===== src/rtl/mem_arb_pkg.sv =====
// Shared types and widths for the CPU/debug data-RAM arbiter.
package mem_arb_pkg;
    localparam int WEA_W  = 4;
    localparam int DATA_W = 32;

    typedef enum logic [1:0] {IDLE, ISSUE, WAIT, RESP} arb_state_e;
    typedef enum logic {MST_CPU = 1'b0, MST_DBG = 1'b1} mst_e;

    typedef struct packed {
        logic [WEA_W-1:0]  wea;
        logic [DATA_W-1:0] addr;
        logic [DATA_W-1:0] wdata;
    } mem_req_t;
endpackage


===== src/rtl/arb_starve_cnt.sv =====
// Counts debug-request cycles without a grant; starve forces the next grant to debug.
module arb_starve_cnt
    import mem_arb_pkg::*;
#(
    parameter int MAX_WAIT = 8
) (
    input  logic clk,
    input  logic rst,
    input  logic req,
    input  logic grant,
    output logic starve
);
    logic [7:0] count;

    always_ff @(posedge clk) begin
        if (!rst)
            count <= '0;
        else if (grant || !req)
            count <= '0;
        else if (count != 8'(MAX_WAIT))
            count <= count + 8'd1;
    end

    assign starve = (count == 8'(MAX_WAIT));
endmodule


===== src/rtl/mem_arbiter.sv =====
// Shares one single-port sync RAM between the CPU data port and a debug master.
// CPU wins ties; a debug master left waiting MAX_WAIT cycles wins the next arbitration.
module mem_arbiter
    import mem_arb_pkg::*;
#(
    parameter int RAM_LATENCY = 1,
    parameter int MAX_WAIT    = 8
) (
    input  logic              clk,
    input  logic              rst,
    input  logic              cpu_req,
    input  logic [WEA_W-1:0]  cpu_wea,
    input  logic [DATA_W-1:0] cpu_addr,
    input  logic [DATA_W-1:0] cpu_wdata,
    output logic [DATA_W-1:0] cpu_rdata,
    output logic              cpu_ack,
    output logic              cpu_ready,
    input  logic              dbg_req,
    input  logic [WEA_W-1:0]  dbg_wea,
    input  logic [DATA_W-1:0] dbg_addr,
    input  logic [DATA_W-1:0] dbg_wdata,
    output logic [DATA_W-1:0] dbg_rdata,
    output logic              dbg_ack,
    output logic              ram_en,
    output logic [WEA_W-1:0]  ram_wea,
    output logic [DATA_W-1:0] ram_addr,
    output logic [DATA_W-1:0] ram_wdata,
    input  logic [DATA_W-1:0] ram_rdata
);
    arb_state_e        state, state_nx;
    mst_e              grant, grant_nx;
    logic              grant_wr;
    logic [1:0]        wait_cnt;
    logic [DATA_W-1:0] rdata_q;
    logic              starve, cpu_win, dbg_win, resp_rd;
    mem_req_t          cpu_r, dbg_r, sel_r;

    assign cpu_r   = '{wea: cpu_wea, addr: cpu_addr, wdata: cpu_wdata};
    assign dbg_r   = '{wea: dbg_wea, addr: dbg_addr, wdata: dbg_wdata};
    assign cpu_win = cpu_req && !starve;
    assign dbg_win = dbg_req && (!cpu_req || starve);
    assign sel_r   = cpu_win ? cpu_r : dbg_r;

    arb_starve_cnt #(.MAX_WAIT(MAX_WAIT)) u_starve (
        .clk    (clk),
        .rst    (rst),
        .req    (dbg_req),
        .grant  (state == IDLE && !cpu_win && dbg_win),
        .starve (starve)
    );

    always_comb begin
        state_nx = state;
        grant_nx = grant;
        unique case (state)
            IDLE: begin
                if (cpu_win) begin
                    state_nx = ISSUE;
                    grant_nx = MST_CPU;
                end else if (dbg_win) begin
                    state_nx = ISSUE;
                    grant_nx = MST_DBG;
                end
            end
            ISSUE:   state_nx = (grant_wr || RAM_LATENCY == 1) ? RESP : WAIT;
            WAIT:    if (wait_cnt == 2'd0) state_nx = RESP;
            RESP:    state_nx = IDLE;
            default: state_nx = IDLE;
        endcase
    end

    // RAM port is registered at grant time: the master holds its inputs until ack,
    // so this equals muxing them during ISSUE without a comb path to the RAM.
    always_ff @(posedge clk) begin
        if (!rst) begin
            state     <= IDLE;
            grant     <= MST_CPU;
            grant_wr  <= 1'b0;
            wait_cnt  <= '0;
            rdata_q   <= '0;
            ram_en    <= 1'b0;
            ram_wea   <= '0;
            ram_addr  <= '0;
            ram_wdata <= '0;
        end else begin
            state   <= state_nx;
            grant   <= grant_nx;
            ram_en  <= 1'b0;
            ram_wea <= '0;
            if (state == IDLE && state_nx == ISSUE) begin
                grant_wr  <= |sel_r.wea;
                ram_en    <= 1'b1;
                ram_wea   <= sel_r.wea;
                ram_addr  <= sel_r.addr;
                ram_wdata <= sel_r.wdata;
            end
            if (state == ISSUE)
                wait_cnt <= 2'(RAM_LATENCY - 2);
            else if (state == WAIT)
                wait_cnt <= wait_cnt - 2'd1;
            if (resp_rd)
                rdata_q <= ram_rdata;
        end
    end

    assign resp_rd   = (state == RESP) && !grant_wr;
    assign cpu_ack   = (state == RESP) && (grant == MST_CPU);
    assign dbg_ack   = (state == RESP) && (grant == MST_DBG);
    assign cpu_rdata = (resp_rd && grant == MST_CPU) ? ram_rdata : rdata_q;
    assign dbg_rdata = (resp_rd && grant == MST_DBG) ? ram_rdata : rdata_q;
    assign cpu_ready = !cpu_req || cpu_ack;
endmodule


===== config.mk =====
export PLATFORM = sky130hd
export DESIGN_NAME = mem_arbiter
export DESIGN_NICKNAME = d
export VERILOG_FILES = /design/src/rtl/mem_arb_pkg.sv /design/src/rtl/arb_starve_cnt.sv /design/src/rtl/mem_arbiter.sv
export SDC_FILE = /design/constraint.sdc
export NUM_CORES = 1
export LEC_CHECK = 0
export CAP_MARGIN = 15
export CORE_AREA = 2 2 121 123
export CTS_BUF_LIST = sky130_fd_sc_hd__clkbuf_4
export DETAILED_ROUTE_END_ITERATION = 10
export DIE_AREA = 0 0 123 125
export GPL_TIMING_DRIVEN = 0
export PLACE_DENSITY_LB_ADDON = 0.05
export SLEW_MARGIN = 20
export SYNTH_ARGS = -nofsm -noshare
export SYNTH_HDL_FRONTEND = slang
export SYNTH_SLANG_ARGS = --single-unit
export TNS_END_PERCENT = 20

===== constraint.sdc =====
create_clock -name clk -period 3.9 [get_ports clk]
set_input_delay 0.975 -clock clk [delete_from_list [all_inputs] [get_ports clk]]
set_output_delay 0.975 -clock clk [all_outputs]
set_load 0.01 [all_outputs]

==> run_results.csv <==
group,metric,value,unit
outcome,status,"complete, no violations",
timing,final_period_minus_worst_setup_slack,3.719,ns
floorplan,core.rowCount,44,
timing,transition_time_at_the_pin_with_the_least_slew_margin,0.7449,ns
route,ant_nets,0,
timing,fin_skew,0.01404,ns
timing,grt_setup_unrepaired,"false",
run,max-cap-violations,0,
global_route,groute.usage.overall,0.2566,
route,first_pass_iters,4,
route,detailedRoute.firstIterationViolations,214,
route,drc_errors,0,
cts,clock-sinks,115,
cts,cts_post_setup_buffers_inserted,0,
worst_setup_path,crit_path_launch_type,"flip-flop",
cts,clock_transition_at_the_registers_of_the_reported_paths,0.10,ns
pwr,total_leakage_power,3.411,nW
worst_setup_path,critical_path_arrival,2.74,ns
timing,timing.setup.tns,0,ns
worst_setup_path,worst_ep_required_time,2.92,ns
cts,total_cts_buffers,17,
placed_design,globalplace.congestion,0.8062,
timing,max_freq,0.2689,GHz
finish,syn2layout_area_growth,62.49,%
floorplan,core,14200,um2
yosys,syn_area,5697,um2
global_route,first_pass_grt_wire_length,30710,um
worst_setup_path,critical_path_peak_fanout,10,
timing,finalCritPeriodShare,0.9537,
pwr,p_int,3.348,mW
cts,clockBufferDepth,2,
yosys,ys_ff_latch,115,
yosys,synth_flop_cell,"sky130_fd_sc_hd__dfxtp_1",
timing,setup_viol,0,
pwr,power.density,570.4,nW/um2
floorplan,die_h,125,um
route,wire_per_inst,18.45,um
floorplan,io-pin-count,308,
global_route,grt_start_max_net_pins,17,
pwr,p_sw,1.932,mW
route,routed_via_density,5.274,
cts,cts.htree.levels,4,
pwr,power_frac_comb,0.532,
cts,tritoncts,"done",
pwr,power_frac_clock,0.145,
pwr,switching_share,0.3659,
placed_design,dpl.hpwl,15110,um
global_route,grt_pass1_vias,5940,
floorplan,die_area,15380,um2
cts,clock_tree.root_cell,"sky130_fd_sc_hd__clkbuf_4",
finish,layout.nets,1050,
yosys,sequential_fraction_of_the_synthesis_area,0.4041,
yosys,yosys_warnings,0,
timing,hold-worst-slack,0.4726,ns
yosys,syn-instance-count,546,
worst_setup_path,crit_type,"flip-flop to output port",
global_route,grt_antenna_before_repair,1,
yosys,synth_async_sr_flop_share,0,
finish,fin_cells,1070,
min_path,worst_hold_path_type,"flip-flop to flip-flop",
worst_setup_path,endpoint_kind,"output port",
placed_design,port_buffers,306,
yosys,synth_net_count,725,
yosys,synth.distinct_cells,39,
pwr,seq_pwr_share,0.323,
timing,report.final.slew_viol_count,0,
route,detailroute.via_count,5643,
yosys,synth_area_per_cell,10.43,um2
pwr,irDropWorstVdd,0.0003272,V
global_route,grt.overflow.total,0,
timing,hold_violations,0,
cts,clk_latency,0.54,ns
finish,layout-drive-gt1-share,0.1437,
timing,timing.slew.headroom,0.5034,
floorplan,die_w,123,um
route,drt_wl_total,19740,um
floorplan,initial_standard_cell_utilization_of_the_core,0.4011,
yosys,synth_edf_count,0,
placed_design,placed_cells_incl_taps,1036,
## what timing repair did
item | CTS | global route
gates resized for setup | 8 | 10
hold buffers | 0 | 0
endpoints found under the setup margin | 60 | 60
## registers in the layout (all words and copies together), names as in the netlist
name,cells
rdata_q,32
ram_wdata,32
u_starve.count,8
wait_cnt,2
ram_addr,32
grant,1
grant_wr,1
state,2
ram_wea,4
ram_en,1
## metal layers
layer / GRT usage / wire (um) / share of wire
met4: 0.1056 / 569 / 0.029
met1: 0.2787 / 7788 / 0.39
met3: 0.08166 / 1591 / 0.081
met2: 0.4547 / 9794 / 0.50
met5: 0 / 0 / 0
## through the flow
stage | setup WS, ns | cell area, um2 | utilization | total power [mW]
after floorplan | 1.207 | 5697 | - | 3.207
after global placement | 0.4242 | 8990 | 0.6329 | 4.457
after detailed placement | 0.3400 | 8990 | 0.6329 | 4.518
after CTS | 0.01320 | 9233 | 0.6500 | 5.312
after global routing | 0.01494 | 9254 | 0.6515 | 5.604
final | 0.1806 | 9256 | 0.6517 | 5.280
## cell usage in the layout (no fill, tap or decap), types with 2 or more instances in the layout
cell type / count
sky130_fd_sc_hd__a21boi_0: 32
sky130_fd_sc_hd__a21oi_1: 5
sky130_fd_sc_hd__a31oi_1: 2
sky130_fd_sc_hd__and2_1: 3
sky130_fd_sc_hd__and3_1: 6
sky130_fd_sc_hd__buf_2: 6
sky130_fd_sc_hd__buf_6: 14
sky130_fd_sc_hd__clkbuf_1: 28
sky130_fd_sc_hd__clkbuf_4: 27
sky130_fd_sc_hd__clkdlybuf4s50_1: 306
sky130_fd_sc_hd__clkinv_1: 7
sky130_fd_sc_hd__clkinv_2: 2
sky130_fd_sc_hd__dfxtp_1: 114
sky130_fd_sc_hd__diode_2: 2
sky130_fd_sc_hd__ha_1: 7
sky130_fd_sc_hd__inv_1: 9
sky130_fd_sc_hd__mux2_2: 68
sky130_fd_sc_hd__nand2_1: 71
sky130_fd_sc_hd__nand2b_1: 2
sky130_fd_sc_hd__nand3_1: 8
sky130_fd_sc_hd__nor2_1: 5
sky130_fd_sc_hd__o21ai_0: 4
sky130_fd_sc_hd__o21ai_2: 2
sky130_fd_sc_hd__o221a_1: 64
sky130_fd_sc_hd__o31a_1: 64
sky130_fd_sc_hd__or3_1: 3
sky130_fd_sc_hd__xor2_1: 5
## Yosys cell counts (2+ instances only)
| cell | n | area (um2) |
|---|---|---|
| sky130_fd_sc_hd__nand2_1 | 71 | 266.5 |
| sky130_fd_sc_hd__inv_1 | 9 | 33.78 |
| sky130_fd_sc_hd__mux2_2 | 68 | 765.7 |
| sky130_fd_sc_hd__clkbuf_1 | 32 | 120.1 |
| sky130_fd_sc_hd__and3_1 | 6 | 37.54 |
| sky130_fd_sc_hd__buf_6 | 14 | 157.7 |
| sky130_fd_sc_hd__a21oi_1 | 5 | 25.02 |
| sky130_fd_sc_hd__buf_2 | 5 | 25.02 |
| sky130_fd_sc_hd__nor2_1 | 6 | 22.52 |
| sky130_fd_sc_hd__and2_1 | 3 | 18.77 |
| sky130_fd_sc_hd__o31a_1 | 64 | 560.5 |
| sky130_fd_sc_hd__o21ai_2 | 2 | 17.52 |
| sky130_fd_sc_hd__nand3_1 | 8 | 40.04 |
| sky130_fd_sc_hd__nand2b_1 | 2 | 12.51 |
| sky130_fd_sc_hd__buf_1 | 3 | 11.26 |
| sky130_fd_sc_hd__a31oi_1 | 2 | 12.51 |
| sky130_fd_sc_hd__dfxtp_1 | 115 | 2302 |
| sky130_fd_sc_hd__ha_1 | 7 | 87.58 |
| sky130_fd_sc_hd__or3_1 | 3 | 18.77 |
| sky130_fd_sc_hd__o221a_1 | 64 | 720.7 |
| sky130_fd_sc_hd__xor2_1 | 5 | 43.79 |
| sky130_fd_sc_hd__o21ai_0 | 4 | 20.02 |
| sky130_fd_sc_hd__a21boi_0 | 32 | 240.2 |
## final cells by class
| cell class | instances | area, um2 |
|---|---|---|
| sequential | 115 | 2303 |
| clock buffer | 22 | 165.2 |
| multi-input combinational | 368 | 3054 |
| antenna | 2 | 5.005 |
| inverter | 9 | 33.78 |
| fill | 1185 | 4947 |
| timing repair buffer | 306 | 3063 |
| clock inverter | 10 | 66.31 |
| tap | 184 | 230.2 |
| buffer | 54 | 335.3 |
## final timing paths
path | start | end | slack [ns] | depth (start not counted)
worst min register to register | wait_cnt[0]$_SDFFE_PN0P_ | wait_cnt[0]$_SDFFE_PN0P_ | 0.47 | 1
worst max-delay path | state[0]$_SDFF_PN0_ | dbg_rdata[16] | 0.18 | 7
worst max register to register | state[0]$_SDFF_PN0_ | ram_wdata[0]$_SDFFE_PN0P_ | 1.54 | 8
worst min-delay path | wait_cnt[0]$_SDFFE_PN0P_ | wait_cnt[0]$_SDFFE_PN0P_ | 0.47 | 1
## power by group through the flow
stage	clock network, mW	registers [mW]	logic, mW
global route	0.842	1.75	3.02
CTS	0.789	1.70	2.82
global placement	0	1.70	2.75
floorplan	0	1.81	1.40
detailed placement	0	1.72	2.80
finish	0.764	1.71	2.81
## worst max-delay path, cell delays in order (launching register included)
cell	delay, ns
sky130_fd_sc_hd__dfxtp_2	0.37
sky130_fd_sc_hd__ha_1	0.24
sky130_fd_sc_hd__nor2b_1	0.14
sky130_fd_sc_hd__clkbuf_2	0.15
sky130_fd_sc_hd__nand2_1	0.19
sky130_fd_sc_hd__clkbuf_4	0.27
sky130_fd_sc_hd__mux2_2	0.36
sky130_fd_sc_hd__clkdlybuf4s50_1	0.51
## logic make-up (layout without fill, tap and decap cells)
| group | count (synthesis) | in the layout | synth area share |
|---|---|---|---|
| buffers and inverters | 63 | 401 | 0.06106 |
| and+or+nand+nor | 110 | 110 | 0.08874 |
| DFF | 115 | 115 | 0.4041 |
| muxes | 68 | 68 | 0.1344 |
| xor gates and xnor gates | 6 | 6 | 0.009225 |
| adders and majority gates | 7 | 7 | 0.01537 |
| other | 0 | 2 | 0 |
| AOI/OAI and AO/OA | 177 | 177 | 0.2871 |
No activity file was read; power rests on OpenSTA's default activity.
